[src/rtl/ctrl_pkg.sv]
// Shared types and constants for the vector-core pipeline sequencing controller.
package ctrl_pkg;

   localparam int REG_ADDR_W = 5;

   localparam logic [5:0] RTYPE = 6'b101010;
   localparam logic [5:0] VLD   = 6'b100000;
   localparam logic [5:0] VSD   = 6'b100001;
   localparam logic [5:0] VBEZ  = 6'b100010;
   localparam logic [5:0] VBNEZ = 6'b100011;
   localparam logic [5:0] VNOP  = 6'b111100;

   typedef enum logic {
      RUN      = 1'b0,
      MEM_WAIT = 1'b1
   } state_t;

   typedef enum logic [1:0] {
      EX_LOAD_ID,
      EX_LOAD_NOP,
      EX_HOLD
   } ex_sel_t;

   typedef struct packed {
      logic [REG_ADDR_W-1:0] rd;
      logic                  wr;
      logic                  mem;
      logic                  memwr;
   } ex_shadow_t;

endpackage

[src/rtl/raw_detect.sv]
// Compares the ID-stage source registers against one shadow destination entry.
module raw_detect
   import ctrl_pkg::*;
(
   input  logic [REG_ADDR_W-1:0] src_a,
   input  logic [REG_ADDR_W-1:0] src_b,
   input  logic [REG_ADDR_W-1:0] src_d,
   input  logic                  use_ab,
   input  logic                  use_d,
   input  logic [REG_ADDR_W-1:0] sh_rd,
   input  logic                  sh_wr,
   output logic                  hit
);

   assign hit = sh_wr & ((use_ab & ((src_a == sh_rd) | (src_b == sh_rd))) |
                         (use_d & (src_d == sh_rd)));

endmodule

[src/rtl/pipe_hazard_ctrl.sv]
// Stall/bubble/flush and data-memory handshake sequencing for the 4-stage vector core.
// Build option WB_BYPASS_EN: register file writes through, so only EX-shadow matches stall.
//
// state    | meaning
// RUN      | pipeline flowing; RAW stalls and branch flushes evaluated
// MEM_WAIT | data access outstanding; front end frozen, watchdog counting
module pipe_hazard_ctrl
   import ctrl_pkg::*;
#(
   parameter int MEM_TIMEOUT = 16,
   parameter int CNT_W       = 8
) (
   input  logic                  clk,
   input  logic                  reset,
   input  logic [REG_ADDR_W-1:0] ID_rD,
   input  logic [REG_ADDR_W-1:0] ID_rA,
   input  logic [REG_ADDR_W-1:0] ID_rB,
   input  logic                  ID_wrEn,
   input  logic                  ID_memEn,
   input  logic                  ID_memwrEn,
   input  logic                  ID_bez,
   input  logic                  ID_bnez,
   input  logic                  ID_rD_zero,
   input  logic                  dmem_ack,
   output logic                  PC_stall,
   output logic                  ID_stall,
   output logic                  EX_bubble,
   output logic                  EX_stall,
   output logic                  WB_bubble,
   output logic                  IF_flush,
   output logic                  dmem_req,
   output logic                  dmem_wr,
   output logic                  mem_err
);

   state_t                state, state_nxt;
   logic [CNT_W-1:0]      cnt, cnt_nxt;
   ex_shadow_t            ex_sh, id_sh;
   logic [REG_ADDR_W-1:0] wb_rd;
   logic                  wb_wr;
   logic                  req_wr_q, req_wr_nxt;
   ex_sel_t               ex_sel;
   logic                  wb_adv;
   logic                  id_reads_ab, id_reads_d, taken;
   logic                  ex_hit, wb_hit, raw_hit, timeout;

   assign id_reads_ab = ID_wrEn;
   assign id_reads_d  = (ID_memEn & ID_memwrEn) | ID_bez | ID_bnez;
   assign taken       = (ID_bez & ID_rD_zero) | (ID_bnez & ~ID_rD_zero);
   assign timeout     = (cnt == CNT_W'(MEM_TIMEOUT - 1));

   always_comb begin
      id_sh.rd    = ID_rD;
      id_sh.wr    = ID_wrEn | (ID_memEn & ~ID_memwrEn);
      id_sh.mem   = ID_memEn;
      id_sh.memwr = ID_memEn & ID_memwrEn;
   end

   raw_detect u_raw_ex (
      .src_a (ID_rA), .src_b (ID_rB), .src_d (ID_rD),
      .use_ab(id_reads_ab), .use_d(id_reads_d),
      .sh_rd (ex_sh.rd), .sh_wr(ex_sh.wr), .hit(ex_hit)
   );

   raw_detect u_raw_wb (
      .src_a (ID_rA), .src_b (ID_rB), .src_d (ID_rD),
      .use_ab(id_reads_ab), .use_d(id_reads_d),
      .sh_rd (wb_rd), .sh_wr(wb_wr), .hit(wb_hit)
   );

`ifdef WB_BYPASS_EN
   assign raw_hit = ex_hit;
`else
   assign raw_hit = ex_hit | wb_hit;
`endif

   always_ff @(posedge clk) begin
      if (reset) begin
         state    <= RUN;
         cnt      <= '0;
         ex_sh    <= '0;
         wb_rd    <= '0;
         wb_wr    <= 1'b0;
         req_wr_q <= 1'b0;
      end else begin
         state    <= state_nxt;
         cnt      <= cnt_nxt;
         req_wr_q <= req_wr_nxt;
         case (ex_sel)
            EX_LOAD_ID:  ex_sh <= id_sh;
            EX_LOAD_NOP: ex_sh <= '0;
            default:     ex_sh <= ex_sh;
         endcase
         if (wb_adv) begin
            wb_rd <= ex_sh.rd;
            wb_wr <= ex_sh.wr;
         end else begin
            wb_wr <= 1'b0;
         end
      end
   end

   always_comb begin
      state_nxt  = state;
      cnt_nxt    = cnt;
      req_wr_nxt = req_wr_q;
      ex_sel     = EX_HOLD;
      wb_adv     = 1'b0;
      PC_stall   = 1'b0;
      ID_stall   = 1'b0;
      EX_bubble  = 1'b0;
      EX_stall   = 1'b0;
      WB_bubble  = 1'b0;
      IF_flush   = 1'b0;
      dmem_req   = 1'b0;
      dmem_wr    = 1'b0;
      mem_err    = 1'b0;
      case (state)
         RUN: begin
            wb_adv = 1'b1;
            if (raw_hit) begin
               ex_sel    = EX_LOAD_NOP;
               PC_stall  = 1'b1;
               ID_stall  = 1'b1;
               EX_bubble = 1'b1;
            end else begin
               ex_sel   = EX_LOAD_ID;
               IF_flush = taken;
            end
            if (ex_sh.mem) begin
               dmem_req = 1'b1;
               dmem_wr  = ex_sh.memwr;
               // The request direction is latched so it stays stable while waiting.
               if (!dmem_ack) begin
                  state_nxt  = MEM_WAIT;
                  cnt_nxt    = CNT_W'(1);
                  req_wr_nxt = ex_sh.memwr;
               end
            end
         end
         MEM_WAIT: begin
            PC_stall  = 1'b1;
            ID_stall  = 1'b1;
            EX_stall  = 1'b1;
            WB_bubble = 1'b1;
            dmem_req  = 1'b1;
            dmem_wr   = req_wr_q;
            cnt_nxt   = cnt + CNT_W'(1);
            if (dmem_ack) begin
               state_nxt = RUN;
               cnt_nxt   = '0;
               ex_sel    = EX_LOAD_ID;
               wb_adv    = 1'b1;
            end else if (timeout) begin
               mem_err   = 1'b1;
               state_nxt = RUN;
               cnt_nxt   = '0;
            end
         end
         default: state_nxt = RUN;
      endcase
   end

endmodule

[config.mk]
export PLATFORM = sky130hd
export DESIGN_NAME = pipe_hazard_ctrl
export DESIGN_NICKNAME = d
export VERILOG_FILES = /design/src/rtl/ctrl_pkg.sv /design/src/rtl/raw_detect.sv /design/src/rtl/pipe_hazard_ctrl.sv
export SDC_FILE = /design/constraint.sdc
export NUM_CORES = 1
export LEC_CHECK = 0
export CAP_MARGIN = 10
export CORE_ASPECT_RATIO = 0.9
export CORE_MARGIN = 3
export CORE_UTILIZATION = 45
export CTS_BUF_LIST = sky130_fd_sc_hd__clkbuf_16
export DETAILED_ROUTE_END_ITERATION = 7
export GPL_TIMING_DRIVEN = 0
export HOLD_SLACK_MARGIN = 0.05
export PLACE_DENSITY = 0.75
export SETUP_SLACK_MARGIN = 0.2
export SYNTH_ARGS = -nofsm -noshare
export SYNTH_HDL_FRONTEND = slang
export SYNTH_SLANG_ARGS = --single-unit
[constraint.sdc]
create_clock -name clk -period 1.5 [get_ports clk]
set_input_delay 0.225 -clock clk [delete_from_list [all_inputs] [get_ports clk]]
set_output_delay 0.225 -clock clk [all_outputs]
set_load 0.02 [all_outputs]
==> results.toml <==
[logic_synthesis]
synth_top_area_share = 0.313
synth.area.mux_share = 0.00653
synthArstFlopShare = 0
yosysTopAreaCell = "dfxtp_1"
synth-adder-area-share = 0.00816
seq_area_frac_synth = 0.313
ys_seq_elements = 24
yosysWarnings = 0
ys_top_cells_by_count = "24 x dfxtp_1, 24 x xnor2_1, 17 x nand2_1, 13 x a21oi_1, 12 x nor2_1"
synth_ff_type = "dfxtp_1"
synth-edff-count = 0
syn_nets = 209
syn_area_per_cell_um2 = 8.33
synth-simple-area-share = 0.233
synth_compound_area_frac = 0.209
synth_top_family_by_area = "simple AND/OR/NAND/NOR gates"
syn_inst = 184
ys_types = 42
syn_area_mm2 = 0.00153
synth_xor_area_frac = 0.171
synthTopCellsByArea = "dfxtp_1 31%, xnor2_1 14%, a21oi_1 4.2%"

[clock_network]
cts_buffers = 3
cts_tree = "done"
clock_latency_ps = 260
max-clock-path-buffers = 2
clk_pin_slew_ps = 70
ctsRootBufferMaster = "clkbuf_16"
cts_sinks = 24
cts_max_level = 1

[global_routing]
grt-ovfl-total = 0
antenna_found_initial = 0
grt_use_total = 0.229
grt_start_max_net_pins = 15
grt_pass1_vias = 1585
grt_pass1_wl_um = 7180

[sta]
max_freq_ghz = 0.496
grt_setup_unrepaired = "yes"
hold_violations = 0
relSlewSlack = 0.673
worst_hold_slack_ps = 265
finalCritPeriodShare = 1.34
finalCriticalPeriod_ps = 2020
worst_slew_pin_slew_ps = 489
final.setup_skew_ps = 10.7
slew_violations = 0
setup_viol = 14
fin_ws_ps = -516

[drt]
routedWlPerCell_um = 16.5
drc = 0
viasPerCell = 5.67
drt_first_pass_iters = 4
finalWirelength_um = 4580
vias = 1576
drt-initial-drc-count = 86
ant_nets = 0

[floorplanning]
core_area_mm2 = 0.00316
dieArea_mm2 = 0.00414
initial_core_util = 0.485
placementRows = 19
die_width_um = 67.5
die_y_um = 61.4
ios = 33

[placement]
finalWeightedCongestion = 0.919
place_ws_ps = -1210
numPortBuffers = 31
hpwl_um = 3070
place_inst = 257

[setup_path]
critPathArrivalTime_ps = 1790
r2r-start = "ex_sh[4]$_SDFFE_PP0P_"
rrSetupSlack_ps = -210
timing.rr.end = "ex_sh[4]$_SDFFE_PP0P_"
reg2regPathDepth = 9
worst_ep_required_time_ps = 1270
endpoint_kind = "primary output"
timing.critical_path.from_type = "primary input"
path_max_fanout = 4
crit_type = "in2out"

[flow_run]
drv_cap = 0

[power]
vdd_ir_drop_max_uv = 700
power_density_mw_per_mm2 = 787
power.leakage_nw = 0.998

[layout]
drive_gt1_frac = 0.369
syn2layout_area_growth_pct = 56.2
fin_nets = 262
n_antenna_cell = 0
final_cell_count_no_fill = 278
multi_input_area_mm2 = 0.00116
seq_area_um2 = 502
post-route-util = 0.757
fillCellCount = 231

[worst_hold_path]
hold-path-cell-count = 2
hold_path.class = "in2reg"
hold_end = "cnt[3]$_SDFFE_PP0P_"
worstHoldStart = "reset"

[outcome]
status = "finished with violations"
violations = "negative setup slack"
[state kept, by name (all words and copies together), names as in the netlist]
register  cells
req_wr_q      1
state         1
cnt           8
ex_sh         8
wb_rd         5
wb_wr         1
[routing by layer]
layer,up-vias,wire length (um),part of all wire,global-route usage
met5,-,0,0,0
met3,4,137,0.030,0.0474
met2,30,2340,0.51,0.406
met1,769,2060,0.45,0.285
li1,773,-,-,-
met4,0,34,0.0074,0.0549
[power by group]
group / switching [W] / leakage, nW / internal (W) / total [W]
sequential: 0.0000324 / 0.201 / 0.000665 / 0.000697
combinational: 0.000202 / 0.745 / 0.000224 / 0.000426
clock: 0.000231 / 0.0511 / 0.000530 / 0.000762
total: 0.000466 / 0.998 / 0.00142 / 0.00189
[what timing repair did]
item	CTS	global route
endpoints found under the setup margin	25	29
cloned	0	1
gates resized for setup	80	36
endpoints found under the hold margin	0	0
setup buffers	10	6
pin swaps	19	16
hold buffers	0	0
[final cells by class]
class                      count  area share
buffer                        13      0.0528
clock buffer                   3      0.0313
clock inverter                 1      0.0125
inverter                       4     0.00627
multi-input combinational    143       0.486
sequential                    24       0.210
tap                           42      0.0219
timing repair buffer          48       0.179
[worst max-delay path by stage]
stage	from	end	slack, ps	cells past startpoint
4_1_cts	ex_sh[4]$_SDFFE_PP0P_	PC_stall	-530	9
6_report	ID_rA[3]	PC_stall	-520	9
5_1_grt	ID_rA[0]	PC_stall	-580	9
3_3_place_gp	ID_memEn	PC_stall	-1120	8
2_1_floorplan	ex_sh[4]$_SDFFE_PP0P_	PC_stall	-150	8
3_5_place_dp	ID_memEn	PC_stall	-1210	8
[stage by stage]
stage          area [um^2]  power, W  setup TNS (ps)
2_1_floorplan         1600  0.000919            -273
3_3_place_gp          1960   0.00106           -8860
3_5_place_dp          1960   0.00107          -10210
4_1_cts               2220   0.00185           -3560
5_1_grt               2390   0.00195           -4920
6_report              2390   0.00189           -3530
[cell families (layout without fill, tap and decap cells)]
family,Yosys count,after routing
AND/OR/NAND/NOR,67,67
AO/OA/AOI/OAI,44,44
XOR/XNOR,30,30
flip-flops,24,24
buffers and inverters,17,69
adder cells (fa/ha/maj),1,1
multiplexers,1,1
[critical path, cell delays in order]
cell and delay (ps):
clkdlybuf4s50_1 460, xnor2_1 150, nand4_1 120, nor3_2 50, nor3_2 290, buf_6 160, nand3b_1 100, buf_6 130
buf_6 120
[cells in the final DEF, fill, tap and decap left out, drive strengths merged, types with 2 or more instances in the layout]
cell,netlist,routed
a22oi,2,2
buf,9,35
o21ai,5,5
clkdlybuf4s50,0,7
a31o,2,2
nand2,18,18
a41o,6,6
dlymetal6s2s,0,2
nor2,12,12
a21oi,13,13
nor3,5,5
nor2b,2,2
nor3b,2,2
a211oi,2,2
inv,4,4
clkbuf,4,7
a22o,6,6
xor2,6,6
a41oi,2,2
nor4,3,3
dfxtp,24,24
nand4,6,6
nand3,5,5
nand2b,4,4
a311oi,3,3
and3,5,5
dlygate4sd2,0,13
xnor2,24,24
No activity file was read; power rests on OpenSTA's default activity.
